$ cat config.mk
export PLATFORM = sky130hd
export DESIGN_NAME = btn_debounce_bank
export DESIGN_NICKNAME = d
export VERILOG_FILES = /design/src/rtl/btn_pkg.sv /design/src/rtl/btn_debounce_bank_ch.sv /design/src/rtl/btn_debounce_bank.sv
export SDC_FILE = /design/constraint.sdc
export NUM_CORES = 1
export LEC_CHECK = 0
export ABC_CLOCK_PERIOD_IN_PS = 7400
export CORE_UTILIZATION = 45
export DETAILED_ROUTE_END_ITERATION = 10
export DONT_BUFFER_PORTS = 1
export PLACE_DENSITY = 0.57
export SYNTH_ARGS = -nofsm -noshare
export SYNTH_HDL_FRONTEND = slang
export SYNTH_SLANG_ARGS = --single-unit
$ cat constraint.sdc
create_clock -name clk -period 7.4 [get_ports clk]
set_input_delay 1.48 -clock clk [delete_from_list [all_inputs] [get_ports clk]]
set_output_delay 1.48 -clock clk [all_outputs]
set_load 0.02 [all_outputs]
$ cat src/rtl/btn_pkg.sv
`default_nettype none
// +------------------------------------------------------------------+
// | btn_pkg : shared types, state encodings and helpers for the      |
// |           multi-channel button debounce bank                     |
// | Rev 1.0 : initial release                                        |
// +------------------------------------------------------------------+
package btn_pkg;

  localparam logic [1:0] IDLE   = 2'd0;
  localparam logic [1:0] DELAY  = 2'd1;
  localparam logic [1:0] REPEAT = 2'd2;

  typedef enum logic [1:0] {
    S_IDLE   = IDLE,
    S_DELAY  = DELAY,
    S_REPEAT = REPEAT
  } rep_state_t;

  // Bits needed to hold values 0..value-1.
  function automatic int clog2(input int value);
    int result;
    result = 0;
    for (int i = 0; i < 31; i++) begin
      if ((1 << i) < value) result = i + 1;
    end
    return result;
  endfunction

  function automatic int tick_div(input int f_clk, input int tick_us);
    return (f_clk / 1_000_000) * tick_us;
  endfunction

endpackage
`default_nettype wire

$ cat src/rtl/btn_debounce_bank_ch.sv
`default_nettype none
// +------------------------------------------------------------------+
// | debounce_ch : one button channel - synchroniser, tick-driven     |
// |               integrator, edge strobes and auto-repeat FSM       |
// | Rev 1.0 : initial release                                        |
// +------------------------------------------------------------------+
module debounce_ch
  import btn_pkg::*;
#(
  parameter int CNT_W        = 16,
  parameter int HOLD_T       = 20,
  parameter int REP_DELAY_T  = 500,
  parameter int REP_PERIOD_T = 100
) (
  input  logic             clk,
  input  logic             rst,
  input  logic             i_btn,
  input  logic             i_rep_en,
  input  logic             i_tick,
  output logic             o_level,
  output logic             o_rise,
  output logic             o_fall,
  output logic             o_rep,
  output logic [CNT_W-1:0] o_xf
);

  localparam logic [CNT_W-1:0] C_HOLD_LAST   = CNT_W'(HOLD_T - 1);
  localparam logic [CNT_W-1:0] C_DELAY_LAST  = CNT_W'(REP_DELAY_T - 1);
  localparam logic [CNT_W-1:0] C_PERIOD_LAST = CNT_W'(REP_PERIOD_T - 1);

  logic             r_s1;
  logic             r_s0;
  logic             r_ux;
  logic [CNT_W-1:0] r_xf;
  logic             r_rise;
  logic             r_fall;
  logic             r_rep;
  rep_state_t       r_state;
  logic [CNT_W-1:0] r_rcnt;

  logic             w_ux_nxt;
  logic [CNT_W-1:0] w_xf_nxt;
  logic             w_rise;
  logic             w_fall;
  rep_state_t       w_state_nxt;
  logic [CNT_W-1:0] w_rcnt_nxt;
  logic             w_rep_pulse;

  always_ff @(posedge clk or posedge rst) begin
    if (rst) begin
      r_s1 <= 1'b0;
      r_s0 <= 1'b0;
    end else begin
      r_s1 <= i_btn;
      r_s0 <= r_s1;
    end
  end

  // Any clock at the accepted level clears the count, so only an
  // unbroken run of HOLD_T disagreeing ticks flips the output.
  always_comb begin
    w_ux_nxt = r_ux;
    w_xf_nxt = r_xf;
    w_rise   = 1'b0;
    w_fall   = 1'b0;
    if (r_s0 == r_ux) begin
      w_xf_nxt = '0;
    end else if (i_tick && (r_xf == C_HOLD_LAST)) begin
      w_ux_nxt = r_s0;
      w_xf_nxt = '0;
      w_rise   = r_s0;
      w_fall   = ~r_s0;
    end else if (i_tick) begin
      w_xf_nxt = r_xf + 1'b1;
    end
  end

  always_comb begin
    w_state_nxt = r_state;
    w_rcnt_nxt  = r_rcnt;
    w_rep_pulse = 1'b0;
    case (r_state)
      S_IDLE: begin
        if (w_rise && i_rep_en) begin
          w_state_nxt = S_DELAY;
          w_rcnt_nxt  = '0;
        end
      end
      S_DELAY: begin
        if (w_fall || !i_rep_en) begin
          w_state_nxt = S_IDLE;
          w_rcnt_nxt  = '0;
        end else if (i_tick) begin
          if (r_rcnt == C_DELAY_LAST) begin
            w_rep_pulse = 1'b1;
            w_rcnt_nxt  = '0;
            w_state_nxt = S_REPEAT;
          end else begin
            w_rcnt_nxt = r_rcnt + 1'b1;
          end
        end
      end
      S_REPEAT: begin
        if (w_fall || !i_rep_en) begin
          w_state_nxt = S_IDLE;
          w_rcnt_nxt  = '0;
        end else if (i_tick) begin
          if (r_rcnt == C_PERIOD_LAST) begin
            w_rep_pulse = 1'b1;
            w_rcnt_nxt  = '0;
          end else begin
            w_rcnt_nxt = r_rcnt + 1'b1;
          end
        end
      end
      default: begin
        w_state_nxt = S_IDLE;
        w_rcnt_nxt  = '0;
      end
    endcase
  end

  always_ff @(posedge clk or posedge rst) begin
    if (rst) begin
      r_ux    <= 1'b0;
      r_xf    <= '0;
      r_rise  <= 1'b0;
      r_fall  <= 1'b0;
      r_rep   <= 1'b0;
      r_state <= S_IDLE;
      r_rcnt  <= '0;
    end else begin
      r_ux    <= w_ux_nxt;
      r_xf    <= w_xf_nxt;
      r_rise  <= w_rise;
      r_fall  <= w_fall;
      r_rep   <= w_rise | w_rep_pulse;
      r_state <= w_state_nxt;
      r_rcnt  <= w_rcnt_nxt;
    end
  end

  assign o_level = r_ux;
  assign o_rise  = r_rise;
  assign o_fall  = r_fall;
  assign o_rep   = r_rep;
  assign o_xf    = r_xf;

endmodule
`default_nettype wire

$ cat src/rtl/btn_debounce_bank.sv
`default_nettype none
// +------------------------------------------------------------------+
// | btn_debounce_bank : shared tick generator feeding N_CH           |
// |                     independent button debounce channels         |
// | Rev 1.0 : initial release                                        |
// +------------------------------------------------------------------+
module btn_debounce_bank
  import btn_pkg::*;
#(
  parameter int N_CH         = 4,
  parameter int F_CLK        = 50_000_000,
  parameter int TICK_US      = 1000,
  parameter int CNT_W        = 16,
  parameter int HOLD_T       = 20,
  parameter int REP_DELAY_T  = 500,
  parameter int REP_PERIOD_T = 100
) (
  input  logic                  clk,
  input  logic                  rst,
  input  logic [N_CH-1:0]       BTN,
  input  logic [N_CH-1:0]       rep_en,
  output logic                  ce1ms,
  output logic [N_CH-1:0]       Ux,
  output logic [N_CH-1:0]       Ux_rise,
  output logic [N_CH-1:0]       Ux_fall,
  output logic [N_CH-1:0]       Ux_rep,
  output logic [N_CH*CNT_W-1:0] Xf
);

  localparam int                TICK_DIV    = tick_div(F_CLK, TICK_US);
  localparam int                TCNT_W      = clog2(TICK_DIV);
  localparam logic [TCNT_W-1:0] C_TICK_LAST = TCNT_W'(TICK_DIV - 1);

  logic [TCNT_W-1:0] r_tcnt;
  logic              r_ce1ms;
  logic [TCNT_W-1:0] w_tcnt_nxt;
  logic [CNT_W-1:0]  w_xf [N_CH];

  assign w_tcnt_nxt = (r_tcnt == C_TICK_LAST) ? '0 : r_tcnt + 1'b1;

  // Strobe is registered from the next count so it coincides exactly
  // with the terminal count without a decode glitch on the output.
  always_ff @(posedge clk or posedge rst) begin
    if (rst) begin
      r_tcnt  <= '0;
      r_ce1ms <= 1'b0;
    end else begin
      r_tcnt  <= w_tcnt_nxt;
      r_ce1ms <= (w_tcnt_nxt == C_TICK_LAST);
    end
  end

  assign ce1ms = r_ce1ms;

  generate
    for (genvar i = 0; i < N_CH; i++) begin : g_ch
      debounce_ch #(
        .CNT_W       (CNT_W),
        .HOLD_T      (HOLD_T),
        .REP_DELAY_T (REP_DELAY_T),
        .REP_PERIOD_T(REP_PERIOD_T)
      ) u_ch (
        .clk     (clk),
        .rst     (rst),
        .i_btn   (BTN[i]),
        .i_rep_en(rep_en[i]),
        .i_tick  (r_ce1ms),
        .o_level (Ux[i]),
        .o_rise  (Ux_rise[i]),
        .o_fall  (Ux_fall[i]),
        .o_rep   (Ux_rep[i]),
        .o_xf    (w_xf[i])
      );
      assign Xf[i*CNT_W +: CNT_W] = w_xf[i];
    end
  endgenerate

endmodule
`default_nettype wire

==> results.md <==
* Status: finished, final reports clean
* RSZ-0062 raised after global routing: no
* Pin count of the biggest net entering global routing at between 100 and 150
* Synth warn at 0
* Setup TNS at 0 ps
* DIE AREA at around 22000 sq um
* Cell Int Power at approximately 1500 uW
* Worst path cell trace: buf_4 > and4bb_2 > nand4_1 > o211ai_1 > nor2_1 > nand2_1 > o311ai_0
* Pre-Repair DR Iteration Count at 5
* Port bufs at 0
* Global placer's final weighted congestion at 0.826
* Clock tree buffer depth at 2
* Post-route setup slack at 4400 ps
* CTS root buf: clkbuf_16
* Leak at ~0.0044 uW
* Yosys top cell area share at 46.2%
* Mapped cell area at 9590 sq um
* Post-layout util at 49.3%
* Adder-Cell Fraction of Synth Area at 2.74%
* Nets@finish at 1045
* Syn Inst Count at 1028
* Crit. path cell count at 7
* Mux contribution to synthesized area at 0.991%
* Most numerous cell in the Yosys netlist: dfrtp_1
* CP endpoint kind: register
* Total Wirelength at 22600 um
* Die Wd at 148 um
* Post-synth top flop: dfrtp_1
* Sw Share at 25.1%
* Post-synth ARST share at 100%
* Flops & latches, synth at 177
* Post_cts resized at 0
* Core Footprint at 21000 sq um
* Top cell family by delay on the critical path: simple AND/OR/NAND/NOR gates
* Worst Hold Class: reg -> reg
* Area delta synth->final at 7.72%
* Final hold violation count at 0
* Largest family of logic cells by synthesized area: simple AND/OR/NAND/NOR gates
* Worst rel slew slack at 33.6%
* Hold slack at 353 ps
* Initial DRC Count at 501
* Clock transition at path regs at around 70 ps
* Simple-gate portion of the synthesized area at 26.3%
* Die H at 148 um
* GRT Resource Usage Total at 21.3%
* Clk pwr share at between 40% and 50%
* Setup violators final at 0
* Starting Density at 45.8%
* RR Endpoint: g_ch[3].u_ch.r_rcnt[11]
* Share of cells above drive strength 1 at 6.34%
* Maximum vdd drop at 121 uV
* Vias at around 7600
* Count of cell types in the netlist at between 60 and 70
* Post-CTS Hold Buffers at 0
* # H-tree levels at 4
* PD cells at between 150 and 200 nW/um^2
* Required @ worst endpoint at 7720 ps
* Commonest cells post-synth: dfrtp_1, nor2_1, nand2_1
* Hold path start: g_ch[2].u_ch.r_s1
* Crit Path Max Fanout at 16
* Site row count at between 50 and 60
* Crit path time final at 3000 ps
* Register area share after synthesis at 46.2%
* Reg2Reg Depth at 7
* ANT nets after route at 0
* Clk sink count at 177
* Compound-cell area share of the yosys netlist at about 15%
* First-pass GRT wire length at 37400 um
* Ports at 91
* Metal3 WL at 1430 um
* Routed WL per cell at 17.4 um
* DR top layer: met4
* Synth top area cells: dfrtp_1, nor2_1, nand2_1, xor2_1, nand3_1
* Crit path launch: ce1ms
* Worst r2r src: ce1ms
* Comb pwr share at 6.0%
* Antenna cell count at 0
* Synth Area per Inst at 9.33 sq um
* Startpoint Class: register
* Sequential Power Share at 48.8%
* Slew of the pin with the lowest slew margin at 997 ps
* Fillers at between 1500 and 2000
* Grt total ovfl at 0
* Worst path slowest cell: dfrtp_1
* WP buf/inv at 1
* Syn Nets at about 1100
* Flop2flop setup slack at roughly 4400 ps
* Crit path to: g_ch[3].u_ch.r_rcnt[11]
* NetSw at 505 uW
* EDFF count, synth at 0
* Metal-1 WL at 10400 um
* Clock Skews at 9.80 ps
* Slew Viols, Final at 0
* Period utilization at 40.6%
* Initial antenna violation count at 0
* Crit path DAT at between 3000 and 4000 ps
* DR vias/cell at 5.87
* Slowest stage delay, CP at 650 ps
* Pwr Total at a little over 2000 uW
* CP Class: reg -> reg
* CTS Buf Count at 17
* DP Wirelength at ~16000 um
* Max Cap Viol at 0
* Metal2 WL at slightly above 10000 um
* Fmax at 333 MHz
* Top cell type by total area after synthesis: dfrtp_1
* Post-CTS setup buffers at 0
* CTS tree: yes
* Vias in the first global route at between 7000 and 8000
* Place WS at ~4400 ps
* Xor and xnor area share after synthesis at 5.84%
* Worst skew pair latency at 440 ps
* DRC at 0
==> state kept, by name, summed over array words and instances, names as in the netlist <==
signal	count
g_ch.u_ch.o_rep	4
g_ch.u_ch.o_fall	4
g_ch.u_ch.o_rise	4
g_ch.u_ch.r_s0	4
g_ch.u_ch.r_state	8
g_ch.u_ch.o_xf	64
g_ch.u_ch.o_level	4
g_ch.u_ch.r_s1	4
r_tcnt	16
ce1ms	1
g_ch.u_ch.r_rcnt	64
==> per-layer routing <==
metal  up-vias  GRT usage, %
met2       172          33.2
met5         -             0
met1      3717          28.4
met4         0          6.96
met3        28          6.27
li1       3717             -
==> worst register-to-register path, delay by kind of cell (launching register included) <==
kind                   cells  cell delay, ps
flip-flops                 1             650
buffers and inverters      1             350
AND/OR/NAND/NOR            4            1310
AO/OA/AOI/OAI              2             580
==> worst min path at each step <==
stage | end | slack, ps | cells after the start
3_3_place_gp | g_ch[3].u_ch.r_s0 | 330 | 0
6_report | g_ch[2].u_ch.r_s0 | 350 | 0
5_1_grt | g_ch[3].u_ch.r_s0 | 360 | 0
2_1_floorplan | g_ch[0].u_ch.r_s0 | 330 | 0
4_1_cts | g_ch[3].u_ch.r_s0 | 350 | 0
3_5_place_dp | g_ch[3].u_ch.r_s0 | 340 | 0
==> cells in the final DEF, fill, tap and decap left out, drive strengths merged, types with 4 or more instances in the layout <==
cell type	instances
a21o	13
a21oi	23
a22o	28
a2bb2oi	6
and2	8
and3	22
and4	9
buf	4
clkbuf	17
clkinv	7
dfrtp	177
ha	21
inv	31
mux2	4
mux2i	5
nand2	112
nand2b	7
nand3	68
nand3b	7
nand4	36
nor2	118
nor2b	9
nor3	21
nor3b	6
nor4	22
nor4b	8
o2111ai	7
o21a	4
o21ai	63
o311ai	7
o31ai	14
or2	14
or3	12
or4	4
xnor2	22
xor2	42
==> layout make-up <==
type                    count  area, sq um  area share (%)
multi-input cells         786         4830            46.8
clock buffers              17          425            4.12
inverters                  28          113            1.09
clock inverters            14          159            1.54
repair buffers              4         30.0           0.291
flip-flops and latches    177         4430            42.9
well taps                 275          344            3.33
==> cell families after synthesis <==
kind of cell	Yosys count
AOI/OAI and AO/OA	202
xor gates and xnor gates	64
adders and majority gates	21
buffers and inverters	65
DFF	177
muxes	9
and+or+nand+nor	490
==> power by group through the flow <==
stage,combinational [uW],sequential (uW),clock [uW]
after floorplan,94.8,1000,0
after global placement,121,1000,0
after detailed placement,121,1000,0
after CTS,122,983,931
after global routing,139,984,964
final,120,983,911
==> stage by stage <==
step / instance area [sq um] / cells
floorplan: 9590 / 1028
global placement: 9750 / 1270
detailed placement: 9750 / 1270
CTS: 10300 / 1301
global route: 10300 / 1301
finish: 10300 / 1301
Power figures use the tool's default switching activity.
